## src/rtl/uart_tx_fifo.sv

```systemverilog
// uart_tx_fifo: buffered UART transmitter, a word FIFO feeding an LSB-first serialiser.
// Optional runtime parity is compiled in when UART_TX_PARITY_EN is defined.
//
// state  | meaning
// IDLE   | line high, waiting for a word in the FIFO
// START  | start bit (low), one bit time
// DATA   | DATA_BITS data bits, LSB first
// PARITY | parity bit from the latched config (parity builds only)
// STOP   | STOP_BITS high bit times, then pop back-to-back or return to IDLE
module uart_tx_fifo #(
  parameter int CLOCK_DIVIDER = 417,
  parameter int DATA_BITS     = 8,
  parameter int STOP_BITS     = 1,
  parameter int FIFO_DEPTH    = 16
) (
  input  logic                          clk,
  input  logic                          rst,
  input  logic [DATA_BITS-1:0]          wr_data,
  input  logic                          wr_valid,
  output logic                          wr_ready,
`ifdef UART_TX_PARITY_EN
  input  logic                          parity_en,
  input  logic                          parity_odd,
`endif
  output logic                          tx,
  output logic                          busy,
  output logic [$clog2(FIFO_DEPTH):0]   fifo_level
);

  localparam int AW = $clog2(FIFO_DEPTH);
  localparam int LW = AW + 1;
  localparam int CW = $clog2(CLOCK_DIVIDER);

  typedef enum logic [2:0] {IDLE, START, DATA, PARITY, STOP} state_t;

  state_t                 state, state_d;
  logic [CW-1:0]          baud_cnt, baud_d;
  logic [3:0]             bit_cnt, bit_d;
  logic [DATA_BITS-1:0]   shift_q, shift_d;
  logic                   tx_d;
  logic                   tick, push, pop;
  logic [AW-1:0]          wr_ptr, rd_ptr;
  logic [DATA_BITS-1:0]   mem [FIFO_DEPTH];
  logic                   par_en_q, par_bit_q;

  assign wr_ready = (fifo_level != LW'(FIFO_DEPTH));
  assign push     = wr_valid && wr_ready;
  assign busy     = (state != IDLE) || (fifo_level != '0);
  assign tick     = (baud_cnt == CW'(CLOCK_DIVIDER - 1));

  always_ff @(posedge clk) begin
    if (push) mem[wr_ptr] <= wr_data;
  end

  always_ff @(posedge clk or posedge rst) begin
    if (rst) begin
      wr_ptr     <= '0;
      rd_ptr     <= '0;
      fifo_level <= '0;
    end else begin
      if (push) wr_ptr <= wr_ptr + AW'(1);
      if (pop)  rd_ptr <= rd_ptr + AW'(1);
      case ({push, pop})
        2'b10:   fifo_level <= fifo_level + LW'(1);
        2'b01:   fifo_level <= fifo_level - LW'(1);
        default: fifo_level <= fifo_level;
      endcase
    end
  end

`ifdef UART_TX_PARITY_EN
  // Parity config and bit are frozen at the pop so mid-frame input changes are ignored.
  always_ff @(posedge clk or posedge rst) begin
    if (rst) begin
      par_en_q  <= 1'b0;
      par_bit_q <= 1'b0;
    end else if (pop) begin
      par_en_q  <= parity_en;
      par_bit_q <= (^mem[rd_ptr]) ^ parity_odd;
    end
  end
`else
  assign par_en_q  = 1'b0;
  assign par_bit_q = 1'b0;
`endif

  always_comb begin
    state_d = state;
    bit_d   = bit_cnt;
    shift_d = shift_q;
    pop     = 1'b0;
    case (state)
      IDLE:   if (fifo_level != '0) pop = 1'b1;
      START:  if (tick) begin
                state_d = DATA;
                bit_d   = '0;
              end
      DATA:   if (tick) begin
                if (bit_cnt == 4'(DATA_BITS - 1)) begin
                  state_d = par_en_q ? PARITY : STOP;
                  bit_d   = '0;
                end else begin
                  bit_d   = bit_cnt + 4'd1;
                  shift_d = shift_q >> 1;
                end
              end
      PARITY: if (tick) begin
                state_d = STOP;
                bit_d   = '0;
              end
      STOP:   if (tick) begin
                if (bit_cnt == 4'(STOP_BITS - 1)) begin
                  if (fifo_level != '0) pop = 1'b1;
                  else                  state_d = IDLE;
                end else begin
                  bit_d = bit_cnt + 4'd1;
                end
              end
      default: state_d = IDLE;
    endcase
    if (pop) begin
      state_d = START;
      shift_d = mem[rd_ptr];
      bit_d   = '0;
    end
    baud_d = (state_d == IDLE || tick || pop) ? '0 : baud_cnt + CW'(1);
    // tx is registered from the state being entered, so it changes on the same edge.
    case (state_d)
      START:   tx_d = 1'b0;
      DATA:    tx_d = shift_d[0];
      PARITY:  tx_d = par_bit_q;
      default: tx_d = 1'b1;
    endcase
  end

  always_ff @(posedge clk or posedge rst) begin
    if (rst) begin
      state    <= IDLE;
      baud_cnt <= '0;
      bit_cnt  <= '0;
      shift_q  <= '0;
      tx       <= 1'b1;
    end else begin
      state    <= state_d;
      baud_cnt <= baud_d;
      bit_cnt  <= bit_d;
      shift_q  <= shift_d;
      tx       <= tx_d;
    end
  end

endmodule

```

## config.mk

```make
export PLATFORM = sky130hd
export DESIGN_NAME = uart_tx_fifo
export DESIGN_NICKNAME = d
export VERILOG_FILES = /design/src/rtl/uart_tx_fifo.sv
export SDC_FILE = /design/constraint.sdc
export NUM_CORES = 1
export LEC_CHECK = 0
export BUFFER_PORTS_ARGS = -buffer_cell sky130_fd_sc_hd__buf_2
export CAP_MARGIN = 20
export CELL_PAD_IN_SITES_DETAIL_PLACEMENT = 1
export CELL_PAD_IN_SITES_GLOBAL_PLACEMENT = 1
export CORE_MARGIN = 2
export CORE_UTILIZATION = 60
export CTS_BUF_LIST = sky130_fd_sc_hd__clkbuf_8
export DETAILED_ROUTE_END_ITERATION = 10
export PLACE_DENSITY_LB_ADDON = 0.1
export SKIP_CTS_REPAIR_TIMING = 1
export SYNTH_ARGS = -nofsm -noshare
export SYNTH_HDL_FRONTEND = slang
export SYNTH_SLANG_ARGS = --single-unit
```

## constraint.sdc

```tcl
create_clock -name clk -period 8.26 [get_ports clk]
set_clock_uncertainty 0.05 [all_clocks]
set_input_delay 0 -clock clk [delete_from_list [all_inputs] [get_ports clk]]
set_output_delay 0 -clock clk [all_outputs]
set_load 0.02 [all_outputs]
```

==> results of run 1 <==
-- cells in the mapped netlist, types with 2 or more instances --
cell	instances
sky130_fd_sc_hd__and2_1	3
sky130_fd_sc_hd__nand3b_1	3
sky130_fd_sc_hd__xor2_1	8
sky130_fd_sc_hd__nor2_1	26
sky130_fd_sc_hd__inv_1	13
sky130_fd_sc_hd__nand4_1	2
sky130_fd_sc_hd__edfxtp_1	128
sky130_fd_sc_hd__buf_2	8
sky130_fd_sc_hd__nand2_1	22
sky130_fd_sc_hd__buf_1	2
sky130_fd_sc_hd__dfrtp_1	37
sky130_fd_sc_hd__a21oi_1	15
sky130_fd_sc_hd__ha_1	13
sky130_fd_sc_hd__mux4_2	32
sky130_fd_sc_hd__clkbuf_1	8
sky130_fd_sc_hd__and3_1	9
sky130_fd_sc_hd__o21ai_0	11
sky130_fd_sc_hd__a22oi_1	15
sky130_fd_sc_hd__nand2b_1	4
sky130_fd_sc_hd__nor2b_1	9
sky130_fd_sc_hd__a211oi_1	2
sky130_fd_sc_hd__mux2i_1	9
sky130_fd_sc_hd__xnor2_1	7
sky130_fd_sc_hd__nand3_1	9
sky130_fd_sc_hd__nor3_1	5
-- per-layer routing --
| layer | wire [um] | up-vias | share of wire |
|---|---|---|---|
| met5 | 0 | - | 0 |
| met4 | 236 | 0 | 0.015 |
| met3 | 763 | 25 | 0.050 |
| met2 | 8161 | 116 | 0.53 |
| met1 | 6098 | 1993 | 0.40 |
| li1 | - | 1685 | - |
-- registers in the layout (all words and copies together), names as in the netlist --
name	count
rd_ptr	4
baud_cnt	9
wr_ptr	4
shift_q	8
mem	128
state	3
bit_cnt	4
tx	1
fifo_level	5
-- worst min-delay path, cell delays in order --
cell and delay, ns:
sky130_fd_sc_hd__buf_2 0.09, sky130_fd_sc_hd__and2_1 0.25, sky130_fd_sc_hd__xnor2_1 0.17
-- where the power goes --
group / switching (mW) / internal, mW
sequential: 0.0495 / 0.987
clock: 0.309 / 0.270
combinational: 0.144 / 0.0786
total: 0.503 / 1.33
-- cells by family after synthesis --
group | Yosys count | synth area share
adder cells (fa/ha/maj) | 14 | 0.02623
multiplexers | 41 | 0.1164
AO/OA/AOI/OAI | 52 | 0.04760
buffers and inverters | 33 | 0.02030
flip-flops | 166 | 0.6885
XOR/XNOR | 16 | 0.02120
AND/OR/NAND/NOR | 101 | 0.07975
-- through the flow --
stage	total power [mW]	cells	setup slack (ns)
finish	1.838	612	4.334
global route	1.905	612	4.072
CTS	1.843	603	4.322
detailed placement	1.275	571	4.426
global placement	1.248	571	4.638
floorplan	1.178	423	5.024
-- layout make-up --
| cell class | count | area, um2 | area share |
|---|---|---|---|
| Sequential cell | 166 | 4798 | 0.6253 |
| Multi-Input combinational cell | 224 | 2028 | 0.2643 |
| Clock buffer | 17 | 234.0 | 0.03049 |
| Timing Repair Buffer | 33 | 225.2 | 0.02935 |
| Tap cell | 143 | 178.9 | 0.02332 |
| Clock inverter | 15 | 156.4 | 0.02038 |
| Inverter | 14 | 52.55 | 0.006848 |
-- worst max path at each step --
| stage | end | slack [ns] | cells after the start |
|---|---|---|---|
| 5_1_grt | fifo_level[4] | 4.07 | 14 |
| 2_1_floorplan | fifo_level[4] | 5.02 | 15 |
| 3_3_place_gp | fifo_level[4] | 4.64 | 14 |
| 6_report | fifo_level[4] | 4.33 | 14 |
| 4_1_cts | fifo_level[4] | 4.32 | 14 |
| 3_5_place_dp | fifo_level[4] | 4.43 | 14 |
==> results list, run 1 <==
- No sink is reached through more buffers than the 2 on the longest clock path.
- Utilization of the core after routing: 0.6749
- The largest single stage delay on the critical path is 0.62 ns.
- Nets in the synthesized netlist: 448
- Setup repair after global routing left no endpoint under its margin.
- Port Buf Inserts: 18
* Layout cell share with drive strength beyond 1: 0.2068
* Ports placed on the boundary: 19
- DR iter-0 viols: 389
- Slew HR: 0.2783
* Worst-path clk slew: 0.09 ns
* TritonCTS clock tree: yes
* CTS HTree Levels: 4
- Number of endpoints failing setup at the final stage: 0
- Critical Path Sink Type: flop
- Critical path's slowest cell: sky130_fd_sc_hd__a2111o_1
* Leak: 2.812 nW
* Min cycle time layout: 3.926 ns
- Number of remaining DRC errors: 0
* Fill cells: 986
- The share of synthesized area in the top cell type comes to 0.5518.
* Critical path peak fanout: 16
- Required time of the worst setup path: 8.61 ns
- Number of maximum-capacitance constraint violations: 0
- In this run, synthesis inferred 128 flip-flops with an integrated enable.
* Relative area change from synthesis to final layout: 10.17%
- Crit share post-route: 0.4754
- The floorplan step set the die width to 111.7 um.
- At the pin with the least slew margin, the transition time is 1.079 ns.
* Die height: 111.7 um
- For this run, asynchronously set or reset flops after synthesis account for 0.2289.
* Seq/Total Area, Yosys: 0.6885
- Fin. Hold Viols: 0
- In the global route stage, overall resource usage came out at 0.2662.
- Clock net sink count: 166
- WHS Endpoint: wr_ptr[0]
- Met2 Use GR: 0.4473
* Global-route wire length before repair: 24120 um
* Post-synthesis sequential element count: 166
- For this block, the routed nets add up to 15260 um of wire.
* Total die area: 12490 um2
* Count of inserted antenna diode cells: 0
- Register-to-register setup slack: 4.33 ns
- Number of cells on the worst hold path: 3
* Row count: 39
- At the end of routability-driven placement, the weighted congestion stood at 0.7415.
- In this run the critical register-to-register path is launched from bit_cnt[0].
- Clock tree synthesis selected as its root buffer the cell sky130_fd_sc_hd__clkbuf_8.
- The flow ran to the end, and the final reports show no timing, DRC or antenna violations.
- Pin count of the biggest net entering global routing: 39
- The count of final max-slew check failures came to 0.
- The library cells used most frequently in the layout, excluding fill and tap cells, are sky130_fd_sc_hd__edfxtp_1, sky130_fd_sc_hd__dfrtp_1, sky130_fd_sc_hd__mux4_2.
- Total core area: 11370 um2
- The cell count after synthesis came out at 423.
- The via count of the first global-routing pass came to 4303.
- The number of clock buffers added by TritonCTS is 17.
* Number of iterations in the first detailed-routing pass: 5
- Warnings, synthesis: 0
- After detailed placement, the total cell area comes to 7193 um2.
* Total via count after detailed routing: 3819
- Post-route design area: 7674 um2
* Met1 Use GR: 0.3406
- In the final design database the tool counted 481 nets.
- Worst skew pair latency: 0.46 ns
- The cell family contributing the most delay on the critical path is simple AND/OR/NAND/NOR gates.
- The total overflow left after global routing is 0.
- Via-per-instance ratio: 6.240
* Commonest non-fill, non-tap cell in the layout: sky130_fd_sc_hd__edfxtp_1
- Highest Clock Rate: 254.7 MHz
- In the global route stage, met3 resource usage came out at 0.06859.
- Worst Setup Path Type: flop to flop
- Hold slack final: 0.05138 ns
* Worst reg2reg path endpoint: fifo_level[4]
- Across the VDD grid, the largest voltage drop is 0.0001727 V.
- Adding up every negative setup slack in the final design gives 0 ns.
- Mean Syn Cell Area: 16.47 um2
* Critical path cell sequence: inv_1 > ha_1 > or3b_1 > nand3b_4 > a2111o_1 > inv_2 > ha_1 > inv_1 > fa_1 > nor2b_1 > o21ai_0 > and3_1 > nor3_1 > xor2_1
- Class of the worst hold path: input port to flop
* Min-delay src: wr_valid
- The initial antenna violation count came to 0.
- Summed over all nets, the half-perimeter wirelength after detailed placement is 10070 um.
* Unique cell type count in the Yosys netlist: 48
- Worst EP arrival: 4.27 ns
* ANT nets after route: 0
- Setup crit start kind: flop
* Post-synth top flop: sky130_fd_sc_hd__edfxtp_1
- After global routing, the most crowded layer is met2.
- Area contributors post-synth: sky130_fd_sc_hd__edfxtp_1, sky130_fd_sc_hd__dfrtp_1, sky130_fd_sc_hd__mux4_2
- The initial utilization of the core area, before any placement, comes to 0.6126.
- Post-synth top area cell: sky130_fd_sc_hd__edfxtp_1
- Power density normalized to cell area: 239.5 nW/um2
* Post-synthesis cell area: 6965 um2
- Launch point of the critical path: bit_cnt[0]
- Dividing the detail-routed wire length by the instance count gives 24.93 um.
* Crit path buffers/inverters: 3
* Number of cells traversed by the worst register-to-register path: 14
Note: power is estimated with default switching activity, not from simulation.
==> run 2: changes to the inputs <==
- ABC_AREA: not set -> 1
- CORE_UTILIZATION: 60 -> 47
- clock period: 8.26 -> 3.15 ns (I/O delays scaled with it)
==> run 2 against run 1 <==
Area after synthesis grew 3.8%; fmax increased by 43%; setup slack got worse by 3.9 ns; cell count grew 46%; sequential cell count is the same; total power rose to 2.6 times the previous value; combinational power rose to 2.7 times the previous value; largest power group unchanged; highest routed layer unchanged; non-clock buffer count up 18; critical endpoint unchanged; core utilization shrank 14 points; hold slack improved by 0.15 ns.
==> results list, run 2 <==
- Status: finished clean
* Slew HR: 0.3848
- Area share of the largest cell type after synthesis: 0.5317
- Total via count after detailed routing: 4880
- In the final layout, flip-flops and latches occupy 4797 um2.
* Clock net sink count: 166
* Worst Setup Slack, final: 0.4032 ns
- CTS HTree Levels: 4
- The routed design has 17640 um of wire.
* Largest register by flop count: mem
* Post-synthesis cell area: 7229 um2
- Commonest cells after routing, fill and taps aside: sky130_fd_sc_hd__edfxtp_1, sky130_fd_sc_hd__nor2_1, sky130_fd_sc_hd__nand2_1
- DR iter-0 viols: 350
- ANT nets after route: 0
- Averaged over all synthesized cells, the footprint is 11.09 um2.
* Critical Path Sink Type: flop
* # nets final: 719
* Count of inserted antenna diode cells: 0
- Worst reg2reg path endpoint: fifo_level[4]
* Ports placed on the boundary: 19
- The first detailed-routing pass took 4 iterations.
- Average wire length per cell after detail routing: 19.75 um
- The HPWL after detailed placement is 11210 um.
* Worst skew pair latency: 0.45 ns
- Number of global-route vias before repair: 5211
- The setup check on the worst reg-to-reg path leaves a slack of 0.40 ns.
- At the worst endpoint, the required time is 3.48 ns.
* Via-per-instance ratio: 5.465
- Starting Density: 0.4791
- The die is 128.0 um wide.
- Counting the buffers created by CTS gives 17.
* Fin. Hold Viols: 0
- For this design the ratio of total power to cell area is 598.1 nW/um2.
- sky130_fd_sc_hd__edfxtp_1 takes more of the synthesized area than any other cell.
- Total core area: 15090 um2
- The placed instances occupy a cell area of 7601 um2.
* Number of endpoints failing setup at the final stage: 0
- The multi-input combinational cells in the finished layout cover a total of 2132 um2.
* Unique cell type count in the Yosys netlist: 35
* Leak: 3.017 nW
- Of all flip-flops after synthesis, the portion carrying an async set or reset was 0.2289.
- The cell sitting at the root of the clock tree is a sky130_fd_sc_hd__clkbuf_8.
- Synthesis produced a netlist whose cell count is 652.
- The share of the Yosys chip area taken by registers is 0.6634.
* Final GP Congestion: 0.8946
- Min cycle time layout: 2.747 ns
- Counting flops and latches in the post-synthesis netlist gives 166.
- In the final layout, the registers with the most flip-flops are mem x128, baud_cnt x9, shift_q x8.
* Flip-flop count of the largest register, all copies and words added: 128
- The area growth from synthesis to layout is 12.05%.
- The Yosys step of the flow raised 0 warnings.
- Final TNS setup: 0 ns
- The die is 128.0 um tall.
- For this run, the slowest stage of the critical path takes 0.42 ns.
* Global route total overflow: 0
- Layout cell share with drive strength beyond 1: 0.1404
- Critical path's slowest cell: sky130_fd_sc_hd__dfrtp_1
- IR analysis of the VDD net gives a maximum drop of 0.0004041 V.
- The startpoint identified for the worst register-to-register timing path is baud_cnt[0].
- Post-placement setup slack: 0.4341 ns
* Number of maximum-capacitance constraint violations: 0
- Fill cells in the final layout number 1616.
- Port Buf Inserts: 18
* Cell with the most instances after synthesis: sky130_fd_sc_hd__edfxtp_1
* Highest Clock Rate: 364.1 MHz
- After detailed routing, the number of remaining DRC violations is 0.
- The library cell used most frequently in the layout, excluding fill and tap cells, is sky130_fd_sc_hd__edfxtp_1.
- Max-slew violation total from the final report: 0
* Worst EP arrival: 3.08 ns
* Row count: 45
- Number of cells traversed by the worst register-to-register path: 19
* Unrepaired setup endpoints after global routing: no
- Once layout is complete, the utilization of the core stands at 0.5368.
- Dividing the final minimum period by the clock period gives 0.8720.
* Setup crit start kind: flop
* Post-route design area: 8100 um2
- After clock tree synthesis, the clock-pin slew on the worst setup and hold paths is 0.08 ns.
- The clock passes through at most 2 buffers.
- Post-synth top flop: sky130_fd_sc_hd__edfxtp_1
* Worst Setup Path Type: flop to flop
* Nets in the synthesized netlist: 677
- Critical path peak fanout: 10
- Number of synthesized flops with an enable pin: 128
* Global-route wire length before repair: 28550 um
* Total die area: 16390 um2
- Critical path cell sequence: inv_1 > ha_1 > nand2_1 > inv_2 > nand2_2 > nor2_4 > nand2_1 > nand2_2 > nand2_4 > inv_2 > ha_1 > inv_1 > fa_1 > inv_1 > nand3_1 > nand2_1 > a21oi_1 > o21ai_1 > xor2_1
* Initial antenna violation count: 0
- Ranked by total cell area, the synthesized netlist is headed by sky130_fd_sc_hd__edfxtp_1, sky130_fd_sc_hd__dfrtp_1, sky130_fd_sc_hd__nor2_1.
- All-Layer GR Usage: 0.2344
- For the pin with the worst max-slew slack, the measured transition is 0.9194 ns.
- Class of the worst hold path: input port to async pin
* TritonCTS clock tree: yes
* List of most frequent post-synthesis cells: sky130_fd_sc_hd__edfxtp_1, sky130_fd_sc_hd__nor2_1, sky130_fd_sc_hd__nand2_1
- Pin count of the biggest net entering global routing: 67
run 2: changes by cell type after synthesis, sizes merged, moves of 24 or more:
| cell | before | now |
|---|---|---|
| inv | 14 | 41 |
| mux4 | 32 | 0 |
| nand2 | 22 | 82 |
| nand3 | 9 | 41 |
| nor2 | 26 | 133 |
| o211ai | 1 | 25 |
| o21ai | 12 | 72 |
run 2: worst max-delay path by stage:
stage / to / slack [ns] / startpoint / depth (start not counted)
2_1_floorplan: fifo_level[4] / 0.56 / baud_cnt[0] / 20
3_3_place_gp: fifo_level[4] / 0.56 / baud_cnt[0] / 19
3_5_place_dp: fifo_level[4] / 0.43 / baud_cnt[0] / 19
4_1_cts: fifo_level[4] / 0.41 / baud_cnt[0] / 19
5_1_grt: fifo_level[4] / 0.11 / bit_cnt[0] / 17
6_report: fifo_level[4] / 0.40 / baud_cnt[0] / 19
run 2: kinds of logic after synthesis:
group,after synthesis,share of synthesized area
flops,166,0.6634
compound gates,115,0.08965
xor+xnor,15,0.01817
simple gates,271,0.1618
fa+ha+maj,14,0.02527
buf+inv,71,0.04171
run 2: routing by layer:
layer | vias up | wire length, um | GRT usage
met5 | - | 0 | 0
met1 | 2445 | 8113 | 0.3325
met4 | 0 | 306 | 0.08209
met3 | 24 | 644 | 0.03840
met2 | 85 | 8576 | 0.3699
li1 | 2326 | - | -
run 2: layout make-up:
type / count / area share
Timing Repair Buffer: 51 / 0.04634
Tap cell: 188 / 0.02904
Clock buffer: 17 / 0.02888
Multi-Input combinational cell: 415 / 0.2632
Clock inverter: 13 / 0.02039
Inverter: 43 / 0.01993
Sequential cell: 166 / 0.5922
run 2: through the flow:
stage               hold WS (ns)  total power, mW  instances
finish                    0.2057            4.845        893
global route              0.2788            5.053        893
CTS                      -0.3238            4.886        883
detailed placement        0.1739            3.312        853
global placement          0.1614            3.275        853
floorplan                0.04887            3.056        652
run 2: worst max-delay path, delay by kind of cell, from the launching register on:
| family | cells | cell delay [ns] |
|---|---|---|
| buffers and inverters | 5 | 0.42 |
| and+or+nand+nor | 8 | 0.69 |
| xor gates and xnor gates | 1 | 0.15 |
| adders and majority gates | 3 | 0.77 |
| AOI/OAI and AO/OA | 2 | 0.18 |
| DFF | 1 | 0.42 |
run 2: where the power goes:
part / total [mW] / switching, mW / internal (mW) / leakage, nW
sequential: 2.68 / 0.0936 / 2.58 / 1.62
combinational: 0.594 / 0.413 / 0.181 / 1.19
clock: 1.57 / 0.736 / 0.838 / 0.201
==> run 3: changes to the inputs <==
- CELL_PAD_IN_SITES_DETAIL_PLACEMENT: 1 -> 2
- CELL_PAD_IN_SITES_GLOBAL_PLACEMENT: 1 -> 2
- CORE_UTILIZATION: 47 -> 40
==> run 3 against run 2 <==
Die area up 17%; wire length up 8.3%; clock power down 7%.
==> results list, run 3 (synthesis results as in run 2) <==
- Row count: 49
- Min cycle time layout: 2.819 ns
- Global-route wire length before repair: 30480 um
- The region available for standard cell placement spans 17840 um2.
- Delay of the slowest cell on the worst path: 0.42 ns
- The wire-length estimate of the detail-placed layout is 12680 um.
- Setup crit start kind: flop
- Worst Setup Path Type: flop to flop
- Leaving out filler cells and counting taps, the final layout contains 938.
- Count of inserted antenna diode cells: 0
- Power spread over the standard cell area amounts to 582.7 nW/um2.
* All-Layer GR Usage: 0.2085
- Summed over all cells, the static leakage comes to 3.012 nW.
- The initial utilization of the core area, before any placement, comes to 0.4052.
- In this run the worst path has a maximum fanout of 10.
- Via-per-instance ratio: 5.289
- Most frequent cell on the critical path: sky130_fd_sc_hd__inv_1
- Critical path cell sequence: inv_1 > ha_1 > nand3_1 > nor2_1 > nand2_1 > nand2_2 > nand2_4 > inv_2 > ha_1 > inv_1 > fa_1 > inv_1 > nand3_1 > nand2_1 > a21oi_1 > o21ai_1 > xor2_1
- The flow ran to the end, and the final reports show no timing, DRC or antenna violations.
- Number of global-route vias before repair: 5375
* Cell at the root of the clock tree: sky130_fd_sc_hd__clkbuf_8
* Cell family contributing the most delay on the critical path: adder cells
- Final TNS setup: 0 ns
* Critical path's slowest cell: sky130_fd_sc_hd__dfrtp_1
- Entering global routing, the biggest net connects 67 pins.
- Crit share post-route: 0.8948
- For the worst setup path, the data arrival time is 3.14 ns.
- TritonCTS clock tree: yes
* Clock net sink count: 166
* CTS HTree Levels: 4
- Input and output buffers added on the ports amount to 18.
* IR drop worst, VDD: 0.0002847 V
* Unrepaired setup endpoints after global routing: no
- Worst-path clk slew: 0.10 ns
- Number of remaining DRC errors: 0
* Width of the chip: 138.4 um
- Largest register by flop count: mem
* Slew HR: 0.3768
* Initial antenna violation count: 0
* # nets final: 721
- Cell count after placement: 896
- Timing would allow up to 354.8 MHz.
- Before antenna repair, the detailed router went through 4 iterations.
- Total die area: 19170 um2
- Top flop regs: mem x128, baud_cnt x9, shift_q x8
- For the pin with the worst max-slew slack, the measured transition is 0.9338 ns.
- The count of final max-slew check failures is 0.
* Average wire length per cell after detail routing: 20.36 um
- Commonest non-fill, non-tap cell in the layout: sky130_fd_sc_hd__edfxtp_1
- Die height: 138.4 um
* Global route total overflow: 0
- Clock buffer count from CTS: 17
* Number of maximum-capacitance constraint violations: 0
* Crit. path cell count: 17
- The count of nets left with antenna violations once routing finished came out at 0.
* Total via count after detailed routing: 4961
* Ports placed on the boundary: 19
* Fin. Hold Viols: 0
* Relative area change from synthesis to final layout: 12.63%
- Commonest cells after routing, fill and taps aside: sky130_fd_sc_hd__edfxtp_1, sky130_fd_sc_hd__nor2_1, sky130_fd_sc_hd__nand2_1
- Total Wirelength: 19100 um
- DR iter-0 viols: 250
- At the later pin of the worst-skew pair, clock insertion delay measures 0.45 ns.
- Number of endpoints failing setup at the final stage: 0
* Flip-flop count of the largest register, all copies and words added: 128
* Hold slack final: 0.2507 ns
- Of the cells placed in the final design, the portion with a size suffix greater than 1 is 0.1509.
- Critical Path Sink Type: flop
- Together, buffers and inverters on the worst path number 4.
- Class of the worst hold path: input port to async pin
- Number of cells traversed by the worst register-to-register path: 17
- Required time of the worst setup path: 3.48 ns
- Maximum count of clock buffers along a single path: 2
- Final GP Congestion: 0.8036
run 3: cell types whose count changed in the layout (fill, tap and decap cells not counted), sizes merged:
cell,before,now
inv,42,49
buf,41,43
clkinv,8,7
bufinv,4,0
run 3: where the power goes:
part | switching, mW | leakage [nW] | total (mW) | internal [mW]
clock | 0.873 | 0.187 | 1.46 | 0.583
sequential | 0.0972 | 1.62 | 2.68 | 2.58
combinational | 0.424 | 1.20 | 0.609 | 0.185
total | 1.39 | 3.01 | 4.74 | 3.35
run 3: layer usage:
metal  vias up  global-route usage  part of all wire
li1       2336                   -                 -
met1      2535              0.2860              0.45
met2        75              0.3463              0.49
met3        15             0.03533             0.042
met4         0             0.05747             0.012
met5         -                   0                 0
run 3: per-stage QoR:
step	area, um2	setup WS [ns]	util	total power [mW]
4_1_cts	8043	0.3260	0.4508	4.797
5_1_grt	8143	0.07080	0.4564	4.973
3_5_place_dp	7669	0.3648	0.4298	3.341
6_report	8143	0.3314	0.4564	4.745
3_3_place_gp	7669	0.5203	0.4298	3.293
2_1_floorplan	7229	0.5598	-	3.056
run 3: final timing paths:
check,slack (ns),endpoint,start
max in group asynchronous,2.04,tx,rst
worst min register to register,0.46,baud_cnt[0],baud_cnt[0]
worst max-delay path,0.33,fifo_level[4],bit_cnt[0]
min in group clk,0.41,wr_ptr[0],wr_valid
worst min-delay path,0.25,baud_cnt[8],rst
worst max register to register,0.33,fifo_level[4],bit_cnt[0]
run 3: tightest hold or removal path, stage by stage:
cell and delay (ns):
sky130_fd_sc_hd__dlygate4sd3_1 0.53, sky130_fd_sc_hd__buf_2 0.12, sky130_fd_sc_hd__inv_1 0.67
run 3: cell type report:
| class | count | area (um2) |
|---|---|---|
| clock buffer | 17 | 234.0 |
| timing repair buffer | 53 | 390.4 |
| sequential | 166 | 4798 |
| tap | 229 | 286.5 |
| clock inverter | 15 | 140.1 |
| inverter | 43 | 161.4 |
| fill | 1816 | 9698 |
| multi-input combinational | 415 | 2132 |
